File: src/rtl/car_cmd_ctrl.sv
// -----------------------------------------------------------------------------
// car_cmd_ctrl
//
// Turns the byte stream from the UART receiver into motor commands. Frames are
// four bytes long: HEADER, CMD, VAL, CHK. CHK must equal (CMD + VAL) with 8-bit
// wrap-around. A frame is accepted only if its checksum matches and its opcode
// is 0x00..0x05. Accepted frames drive the motor direction lines and the speed
// duty value. A link-loss watchdog stops the motors when no frame is accepted
// for WDOG_CYC cycles.
//
// Ports
//   clk        in   1   system clock
//   rst        in   1   asynchronous active-high reset
//   data       in   8   received byte, valid only while rx_done = 1
//   rx_done    in   1   single-cycle strobe marking a new byte
//   motor_dir  out  4   {L_fwd, L_bwd, R_fwd, R_bwd}
//   pwm        out  1   speed PWM, common to both motors
//   speed      out  8   current duty value
//   cmd_valid  out  1   one-cycle pulse when a frame is accepted
//   frame_err  out  1   one-cycle pulse when a frame is rejected or times out
//   wdog_stop  out  1   high while the watchdog holds the motors stopped
//   num        out  32  display value {16'h0000, last_cmd, speed}
// -----------------------------------------------------------------------------
module car_cmd_ctrl #(
    parameter logic [7:0]  HEADER      = 8'hA5,
    parameter int unsigned TIMEOUT_CYC = 500000,
    parameter int unsigned WDOG_CYC    = 25000000,
    parameter int unsigned PWM_DIV     = 196
) (
    input  logic        clk,
    input  logic        rst,
    input  logic [7:0]  data,
    input  logic        rx_done,
    output logic [3:0]  motor_dir,
    output logic        pwm,
    output logic [7:0]  speed,
    output logic        cmd_valid,
    output logic        frame_err,
    output logic        wdog_stop,
    output logic [31:0] num
);

    // Counter widths sized so that the terminal value (N-1) always fits.
    localparam int TO_W  = $clog2(TIMEOUT_CYC + 1);
    localparam int WD_W  = $clog2(WDOG_CYC + 1);
    localparam int PRE_W = (PWM_DIV > 1) ? $clog2(PWM_DIV) : 1;

    localparam logic [TO_W-1:0]  TO_MAX  = TO_W'(TIMEOUT_CYC - 1);
    localparam logic [WD_W-1:0]  WD_MAX  = WD_W'(WDOG_CYC - 1);
    localparam logic [PRE_W-1:0] PRE_MAX = PRE_W'(PWM_DIV - 1);

    // Motor direction encodings {L_fwd, L_bwd, R_fwd, R_bwd}.
    localparam logic [3:0] DIR_STOP  = 4'b0000;
    localparam logic [3:0] DIR_FWD   = 4'b1010;
    localparam logic [3:0] DIR_BACK  = 4'b0101;
    localparam logic [3:0] DIR_LEFT  = 4'b0110;
    localparam logic [3:0] DIR_RIGHT = 4'b1001;

    // Opcodes.
    localparam logic [7:0] OP_STOP  = 8'h00;
    localparam logic [7:0] OP_FWD   = 8'h01;
    localparam logic [7:0] OP_BACK  = 8'h02;
    localparam logic [7:0] OP_LEFT  = 8'h03;
    localparam logic [7:0] OP_RIGHT = 8'h04;
    localparam logic [7:0] OP_SPEED = 8'h05;

    typedef enum logic [1:0] {
        ST_IDLE = 2'd0,
        ST_CMD  = 2'd1,
        ST_VAL  = 2'd2,
        ST_CHK  = 2'd3
    } state_t;

    // Frame checksum: plain 8-bit sum, carry discarded.
    function automatic logic [7:0] frame_sum(input logic [7:0] a, input logic [7:0] b);
        return a + b;
    endfunction

    state_t            state_q, state_d;
    logic [7:0]        cmd_q, cmd_d;
    logic [7:0]        val_q, val_d;
    logic [TO_W-1:0]   to_cnt_q, to_cnt_d;
    logic [WD_W-1:0]   wd_cnt_q, wd_cnt_d;
    logic [PRE_W-1:0]  pre_q, pre_d;
    logic [7:0]        pcnt_q, pcnt_d;

    logic [3:0]        motor_dir_q, motor_dir_d;
    logic [7:0]        speed_q, speed_d;
    logic [7:0]        last_cmd_q, last_cmd_d;
    logic              cmd_valid_q, cmd_valid_d;
    logic              frame_err_q, frame_err_d;
    logic              wdog_stop_q, wdog_stop_d;
    logic              pwm_q, pwm_d;
    logic [31:0]       num_q, num_d;

    logic              timeout_s;
    logic              frame_eval_s;
    logic              accept_s;
    logic              reject_s;
    logic              wd_expired_s;
    logic              pre_wrap_s;

    // Frame decision and timer status flags.
    always_comb begin
        // A byte arriving in the expiry cycle wins over the timeout.
        timeout_s    = (state_q != ST_IDLE) && !rx_done && (to_cnt_q == TO_MAX);
        frame_eval_s = (state_q == ST_CHK) && rx_done;
        accept_s     = frame_eval_s && (frame_sum(cmd_q, val_q) == data) && (cmd_q <= OP_SPEED);
        reject_s     = frame_eval_s && !accept_s;
        wd_expired_s = (wd_cnt_q == WD_MAX);
        pre_wrap_s   = (pre_q == PRE_MAX);
    end

    // FSM state register.
    always_ff @(posedge clk or posedge rst) begin
        if (rst) begin
            state_q <= ST_IDLE;
        end else begin
            state_q <= state_d;
        end
    end

    // FSM next-state logic. A HEADER byte seen mid-frame is ordinary data.
    always_comb begin
        state_d = state_q;
        case (state_q)
            ST_IDLE: begin
                if (rx_done && (data == HEADER)) begin
                    state_d = ST_CMD;
                end else begin
                    state_d = ST_IDLE;
                end
            end
            ST_CMD: begin
                if (rx_done) begin
                    state_d = ST_VAL;
                end else if (timeout_s) begin
                    state_d = ST_IDLE;
                end else begin
                    state_d = ST_CMD;
                end
            end
            ST_VAL: begin
                if (rx_done) begin
                    state_d = ST_CHK;
                end else if (timeout_s) begin
                    state_d = ST_IDLE;
                end else begin
                    state_d = ST_VAL;
                end
            end
            ST_CHK: begin
                if (rx_done || timeout_s) begin
                    state_d = ST_IDLE;
                end else begin
                    state_d = ST_CHK;
                end
            end
            default: begin
                state_d = ST_IDLE;
            end
        endcase
    end

    // FSM output logic: next values of the registered outputs.
    always_comb begin
        motor_dir_d = motor_dir_q;
        speed_d     = speed_q;
        last_cmd_d  = last_cmd_q;
        cmd_valid_d = 1'b0;
        frame_err_d = 1'b0;
        wdog_stop_d = wdog_stop_q;
        if (accept_s) begin
            last_cmd_d  = cmd_q;
            cmd_valid_d = 1'b1;
            wdog_stop_d = 1'b0;
            case (cmd_q)
                OP_STOP: begin
                    motor_dir_d = DIR_STOP;
                end
                OP_FWD: begin
                    motor_dir_d = DIR_FWD;
                    speed_d     = val_q;
                end
                OP_BACK: begin
                    motor_dir_d = DIR_BACK;
                    speed_d     = val_q;
                end
                OP_LEFT: begin
                    motor_dir_d = DIR_LEFT;
                    speed_d     = val_q;
                end
                OP_RIGHT: begin
                    motor_dir_d = DIR_RIGHT;
                    speed_d     = val_q;
                end
                OP_SPEED: begin
                    speed_d = val_q;
                end
                default: begin
                    motor_dir_d = motor_dir_q;
                end
            endcase
        end else begin
            frame_err_d = reject_s || timeout_s;
            // Link lost: hold the motors stopped but remember the speed.
            if (wd_expired_s) begin
                motor_dir_d = DIR_STOP;
                wdog_stop_d = 1'b1;
            end else begin
                wdog_stop_d = wdog_stop_q;
            end
        end
        num_d = {16'h0000, last_cmd_d, speed_d};
        pwm_d = (pcnt_q < speed_q) && (motor_dir_q != DIR_STOP);
    end

    // Next values for frame payload, timers and PWM counters.
    always_comb begin
        if ((state_q == ST_CMD) && rx_done) begin
            cmd_d = data;
        end else begin
            cmd_d = cmd_q;
        end

        if ((state_q == ST_VAL) && rx_done) begin
            val_d = data;
        end else begin
            val_d = val_q;
        end

        // Inter-byte timer only runs while a frame is in progress.
        if (rx_done || (state_q == ST_IDLE) || timeout_s) begin
            to_cnt_d = {TO_W{1'b0}};
        end else begin
            to_cnt_d = to_cnt_q + TO_W'(1'b1);
        end

        // Watchdog saturates at its terminal count.
        if (accept_s) begin
            wd_cnt_d = {WD_W{1'b0}};
        end else if (!wd_expired_s) begin
            wd_cnt_d = wd_cnt_q + WD_W'(1'b1);
        end else begin
            wd_cnt_d = wd_cnt_q;
        end

        // pcnt runs 0..254 so that speed=255 yields a constant-high output.
        if (pre_wrap_s) begin
            pre_d = {PRE_W{1'b0}};
            if (pcnt_q == 8'd254) begin
                pcnt_d = 8'd0;
            end else begin
                pcnt_d = pcnt_q + 8'd1;
            end
        end else begin
            pre_d  = pre_q + PRE_W'(1'b1);
            pcnt_d = pcnt_q;
        end
    end

    // Datapath and output registers.
    always_ff @(posedge clk or posedge rst) begin
        if (rst) begin
            cmd_q       <= 8'h00;
            val_q       <= 8'h00;
            to_cnt_q    <= {TO_W{1'b0}};
            wd_cnt_q    <= {WD_W{1'b0}};
            pre_q       <= {PRE_W{1'b0}};
            pcnt_q      <= 8'h00;
            motor_dir_q <= 4'b0000;
            speed_q     <= 8'h00;
            last_cmd_q  <= 8'h00;
            cmd_valid_q <= 1'b0;
            frame_err_q <= 1'b0;
            wdog_stop_q <= 1'b0;
            pwm_q       <= 1'b0;
            num_q       <= 32'h0000_0000;
        end else begin
            cmd_q       <= cmd_d;
            val_q       <= val_d;
            to_cnt_q    <= to_cnt_d;
            wd_cnt_q    <= wd_cnt_d;
            pre_q       <= pre_d;
            pcnt_q      <= pcnt_d;
            motor_dir_q <= motor_dir_d;
            speed_q     <= speed_d;
            last_cmd_q  <= last_cmd_d;
            cmd_valid_q <= cmd_valid_d;
            frame_err_q <= frame_err_d;
            wdog_stop_q <= wdog_stop_d;
            pwm_q       <= pwm_d;
            num_q       <= num_d;
        end
    end

    assign motor_dir = motor_dir_q;
    assign pwm       = pwm_q;
    assign speed     = speed_q;
    assign cmd_valid = cmd_valid_q;
    assign frame_err = frame_err_q;
    assign wdog_stop = wdog_stop_q;
    assign num       = num_q;

endmodule

File: config.mk
export PLATFORM = sky130hd
export DESIGN_NAME = car_cmd_ctrl
export DESIGN_NICKNAME = d
export VERILOG_FILES = /design/src/rtl/car_cmd_ctrl.sv
export SDC_FILE = /design/constraint.sdc
export NUM_CORES = 1
export LEC_CHECK = 0
export CAP_MARGIN = 40
export CORE_AREA = 2 2 104 106
export DETAILED_ROUTE_END_ITERATION = 6
export DIE_AREA = 0 0 106 108
export GPL_TIMING_DRIVEN = 0
export MAX_ROUTING_LAYER = met4
export PLACE_DENSITY = 0.84
export REMOVE_ABC_BUFFERS = 1
export SYNTH_ARGS = -nofsm -noshare
export SYNTH_HDL_FRONTEND = slang
export SYNTH_SLANG_ARGS = --single-unit
File: constraint.sdc
create_clock -name clk -period 5 [get_ports clk]
set_input_delay 1.5 -clock clk [delete_from_list [all_inputs] [get_ports clk]]
set_output_delay 1.5 -clock clk [all_outputs]
set_load 0.01 [all_outputs]
==> After elaboration in Yosys (flattened, before gate mapping) <==
Cells that the tools add are included.
{ "totals": {"inputBits": 11, "ff_bits": 118, "wordCells": 83, "output_inout_bits": 48} }
{ "classes": {"eq_ne": 16, "order_cmp": 2, "n_mux": 22, "n_reduce_logical": 23, "n_addsub": 5} }
{ "op_table": {"columns": ["op", "n"], "rows": [
  ["25-bit two-way mux", 2],
  ["8-bit two-way mux", 5],
  ["25-bit by 1-bit adder with 25-bit output, second input constant", 1],
  ["25-bit == test, second input constant", 1],
  ["8-bit == test, second input constant", 3],
  ["4-bit one-hot mux with 5 select lines", 1],
  ["19-bit by 1-bit adder with 19-bit output, second input constant", 1],
  ["19-bit == test, second input constant", 1],
  ["19-bit two-way mux", 1],
  ["8-bit by 1-bit adder with 8-bit output, second input constant", 2],
  ["8-bit by 2-bit == test with 1-bit output, second input constant", 2],
  ["8-bit by 3-bit == test with 1-bit output, second input constant", 2],
  ["1-bit logical AND", 10],
  ["8-bit adder", 1],
  ["8-bit by 1-bit == test with 1-bit output, second input constant", 1],
  ["8-bit == test", 1],
  ["8-bit by 3-bit less-or-equal comparator with 1-bit output, second input constant", 1],
  ["8-bit logical NOT", 1],
  ["8-bit < comparator", 1],
  ["2-bit two-way mux", 4],
  ["4-bit two-way mux", 2],
  ["2-bit one-hot mux with 4 select lines", 1],
  ["1-bit two-way mux", 6],
  ["6-bit by 1-bit inequality test with 1-bit output, second input constant", 1],
  ["10 further kinds", 16]
]} }

==> Depth between registers and ports, before layout <==
{ "logic_depth": {"depth_word": 8, "mapped_depth": 10} }

==> Least setup slack after synthesis <==
Ideal clock, no wire load.
{ "synth_path": {"path_kind": "input to register", "from": "input port data[0]", "to": "register num_q[7] (netlist: num[7])", "setup_ns": 0.125, "required_time_ns": 4.875, "arrival_time_ns": 3.002, "setup_slack_ns": 1.873, "path_stages": 8, "cell_sequence": "xor2_1 nor4b_1 nand3_1 and4bb_1 and4_1 and2_4 buf_8 mux2_4"} }
{ "synth_between": {"elab_chain_len": 4} }
{ "synth_rtl": {"columns": ["item", "line", "source"], "rows": [
  ["start: declaration", "32", "input logic [7:0] data,"],
  ["8-bit == test", "108", "accept_s = frame_eval_s && (frame_sum(cmd_q, val_q) == data) && (cmd_q <= OP_SPEED);"],
  ["1-bit logical AND (2 in series)", "108", null],
  ["named net accept_s", "98", "logic accept_s;"],
  ["8-bit two-way mux", "173", "if (accept_s) begin"],
  ["end signal: assignment", "293", "num_q <= num_d;"],
  ["end: declaration", "94", "logic [31:0] num_q, num_d;"]
]} }
The timed path passes the listed nets, and every way through them passes these cells.
A chain may end at the register's enable or synchronous reset.

==> Worst setup path after layout <==
{ "layout_path": {"from": "input port rx_done", "to": "register motor_dir_q[3] (netlist: motor_dir[3])"} }
{ "layout_between": {"elab_chain_len": 5, "elab_cells_between_ends": 7, "classes_between": "eq/ne: 1; mux: 1; reduce/logical: 5"} }
{ "layout_rtl": {"columns": ["item", "line", "source"], "rows": [
  ["start: declaration", "33", "input logic rx_done,"],
  ["1-bit logical AND (*)", "107", "frame_eval_s = (state_q == ST_CHK) && rx_done;"],
  ["1-bit logical AND (*) (2 in series)", "108", null],
  ["6-bit by 1-bit inequality test with 1-bit output (no source line) or 2-bit nonzero test (tied branches)", null, null],
  ["2-bit AND reduction (no source line)", null, null],
  ["end signal: assignment", "286", "motor_dir_q <= motor_dir_d;"],
  ["end: declaration", "87", "logic [3:0] motor_dir_q, motor_dir_d;"]
]} }
Mark *: on every way between the ends. The rest lies on a longest branch, timed or not.

==> flow_summary.json <==
{
  "fin_crit_sh_pct": 77.08,
  "cpPeakStageDelay_ns": 0.82,
  "grt.total_usage_pct": 19.23,
  "hold_buffers": 0,
  "fmaxAchievable_mhz": 259.5,
  "cts_num_sinks": 102,
  "drc": 0,
  "drt-pass1-iter-count": 4,
  "power.density_nw_per_um2": 371.7,
  "drive_gt1_share_pct": 10.58,
  "sw_frac_of_total_pct": 33.93,
  "cp_data_required_time_ns": 5.26,
  "grt_overflow": 0,
  "synth_cells": 513,
  "cap_viol_max_count": 0,
  "layout.nets": 574,
  "p_leak_nw": 2.612,
  "seq_area_frac_synth_pct": 47.47,
  "fin_skew_ns": 0.01017,
  "cp_slowest_cell": "and4b_2",
  "crit_start": "rx_done",
  "antenna_found_initial": 0,
  "ant_nets": 0,
  "synth_area_leaders": "dfrtp_1 47%, xor2_1 5.2%, xnor2_1 5.1%",
  "synth_top_cell_by_area": "dfrtp_1",
  "dp_slack_ns": 0.7429,
  "fp.dieW_um": 106,
  "die_y_um": 108,
  "place_congestion": 0.8534,
  "syn_area_per_cell_um2": 10.48,
  "rows": 37,
  "cts_setup_buffers": 0,
  "ff2ff_setup_slack_ns": 1.51,
  "grt_pass1_vias": 3685,
  "antenna_cells": 0,
  "cp-end-kind": "flop",
  "worst_pin_slew_ns": 0.7659,
  "clock_path_buffers": 2,
  "rsz0062_at_grt": "false",
  "num_io_pins": 59,
  "async_reset_ff_share_pct": 100.0,
  "crit_chain": "clkdlybuf4s50_1, nand4_1, nor4b_2, nand4b_1, and4b_2, mux2_4, a22o_2",
  "synth-edff-count": 0,
  "synth_top_area_share_pct": 47.47,
  "ir_drop_uv": 212.2,
  "die_area_um2": 11450,
  "synth_area_um2": 5376,
  "start_util_pct": 52.55,
  "slew_viol_final": 0,
  "setup_viol": 0,
  "routed_wl_um": 9841,
  "worst_setup_path_start_kind": "input port",
  "core_um2": 10230,
  "layout_setup_ws_ns": 1.146,
  "numCtsBuffers": 9,
  "clk_pin_slew_ns": 0.10,
  "clockPowerShare_pct": 21.2,
  "synth_flop_cell": "dfrtp_1",
  "status": "finished clean",
  "hold_viol": 0,
  "cp_max_fo": 39,
  "path_class": "input port to flop",
  "num_vias": 3669,
  "p_seq_share_pct": 47.1,
  "yosysUniqueCellTypes": 51,
  "grt_max_degree": 63,
  "cts_tree": "built",
  "areaGrowthSynthToFinish_pct": 10.84,
  "p_comb_share_pct": 31.7,
  "internal-power_mw": 1.463,
  "rr_worst_depth": 9,
  "hpwl_um": 7164,
  "hold_class": "flop to flop",
  "ys_warn_count": 0,
  "fin_setup_tns_ns": 0,
  "clk_latency_ns": 0.37,
  "drt-vias-per-instance": 5.364,
  "drt_iter0_drc": 211,
  "relSlewSlack_pct": 48.54,
  "numPortBuffers": 42,
  "fin_crit_ns": 3.854,
  "regToRegEndpoint": "motor_dir[3]$_DFFE_PP0P_",
  "ys_seq_elements": 102,
  "cts-root-buf": "clkbuf_8",
  "crit_end": "motor_dir[3]$_DFFE_PP0P_",
  "r2r_start": "cmd_q[0]$_DFFE_PP0P_",
  "post_cts_resized": 0,
  "p_switching_mw": 0.7517,
  "grt_pass1_wl_um": 17260,
  "h-tree-depth": 3,
  "wl_per_cell_um": 14.39,
  "arrival_ns": 4.11
}
final cells by class:
cell class	instances	area, um2
Clock buffer	12	145.1
Clock inverter	4	30.03
Fill cell	842	4272
Inverter	18	70.07
Multi-Input combinational cell	368	2539
Sequential cell	102	2552
Tap cell	136	170.2
Timing Repair Buffer	44	452.9
power groups by stage:
| stage | clock network, mW | logic (mW) | registers [mW] |
|---|---|---|---|
| detailed placement | 0 | 0.693 | 1.06 |
| CTS | 0.485 | 0.700 | 1.04 |
| floorplan | 0 | 0.572 | 1.02 |
| finish | 0.469 | 0.703 | 1.04 |
| global route | 0.522 | 0.783 | 1.06 |
| global placement | 0 | 0.654 | 1.05 |
critical path: cells and delay by family:
| family | cells | cell delay, ns |
|---|---|---|
| buf+inv | 1 | 0.62 |
| compound gates | 1 | 0.26 |
| simple gates | 4 | 1.35 |
| mux | 1 | 0.38 |
sequential cells by signal (all words and copies together) (netlist names):
name        count
to_cnt_q       19
cmd_q           8
num             2
val_q           8
last_cmd_q      7
cmd_valid       1
speed           7
wd_cnt_q       25
motor_dir       4
pwm             1
wdog_stop       1
pre_q           8
state_q         2
frame_err       1
pcnt_q          8
how the worst min path moves through the flow:
| stage | start | end | slack [ns] | cells past startpoint |
|---|---|---|---|---|
| 2_1_floorplan | pre_q[0]$_DFF_PP0_ | pre_q[0]$_DFF_PP0_ | 0.45 | 1 |
| 3_3_place_gp | pre_q[0]$_DFF_PP0_ | pre_q[0]$_DFF_PP0_ | 0.47 | 1 |
| 3_5_place_dp | pre_q[0]$_DFF_PP0_ | pre_q[0]$_DFF_PP0_ | 0.48 | 1 |
| 4_1_cts | pre_q[0]$_DFF_PP0_ | pre_q[0]$_DFF_PP0_ | 0.50 | 1 |
| 5_1_grt | to_cnt_q[0]$_DFF_PP0_ | to_cnt_q[0]$_DFF_PP0_ | 0.53 | 1 |
| 6_report | pre_q[0]$_DFF_PP0_ | pre_q[0]$_DFF_PP0_ | 0.49 | 1 |
cells in the final DEF, fill, tap and decap left out, types with 2 or more instances in the layout:
cell type          n
a22o_2             2
clkdlybuf4s50_1   42
nand4_1           13
clkbuf_1           2
nor2b_1            8
mux2_2            19
nor4bb_1           2
nor4_2             2
mux2_4             9
nor2_1            71
xnor2_1           31
a21o_1             5
a21oi_1           14
a31oi_1            2
nand3_1           24
dfrtp_1          102
or2_2              4
nand2b_1           2
mux2i_1            2
nand2_1           27
clkbuf_8          10
a211oi_1           4
xor2_1            32
nor4_1             2
conb_1            16
o21ai_0           14
nor4b_1            3
and3_1             6
nand3b_1           2
or3_1              6
a22o_1             2
o21bai_1           2
and4_1             6
ha_1              19
nor3_1             4
inv_1             17
kinds of logic after synthesis:
group	count (synthesis)	synth area share (%)
AO/OA/AOI/OAI	49	5.865
adder cells (fa/ha/maj)	20	4.794
AND/OR/NAND/NOR	190	18.20
XOR/XNOR	63	10.26
multiplexers	30	6.865
buffers and inverters	58	6.470
other	1	0.06975
flip-flops	102	47.48
routing by layer:
layer	share of wire, %	vias to the layer above	track usage, %
li1	-	1770	-
met1	45	1797	23.83
met2	49	79	31.24
met3	2.8	23	3.677
met4	2.9	0	7.989
met5	0	-	-
through the flow:
stage                     std cells  hold WS, ns  power (mW)  instance area [um2]  util [%]
after global placement          666       0.4714       1.707                 5743     56.13
after floorplan                 488       0.4549       1.594                 5152         -
after global routing            684       0.5288       2.367                 5959     58.25
after CTS                       684       0.4957       2.228                 5959     58.25
final                           684       0.4906       2.215                 5959     58.25
after detailed placement        668       0.4819       1.752                 5784     56.54
cells in the mapped netlist, types with 3 or more instances:
| master | instances |
|---|---|
| or2_2 | 4 |
| nand4_1 | 13 |
| mux2_2 | 19 |
| dfrtp_1 | 102 |
| mux2_4 | 9 |
| ha_1 | 19 |
| a21o_1 | 5 |
| or3_1 | 6 |
| and3_1 | 6 |
| and4_1 | 6 |
| nor4b_1 | 3 |
| nor3_1 | 4 |
| nor4_1 | 3 |
| nand3_1 | 24 |
| inv_1 | 18 |
| nand2_1 | 27 |
| buf_4 | 26 |
| xor2_1 | 32 |
| clkbuf_1 | 9 |
| xnor2_1 | 31 |
| nor2b_1 | 8 |
| o21ai_0 | 14 |
| a21oi_1 | 14 |
| nor2_1 | 71 |
| a211oi_1 | 4 |
(Power assumes the default switching activity.)
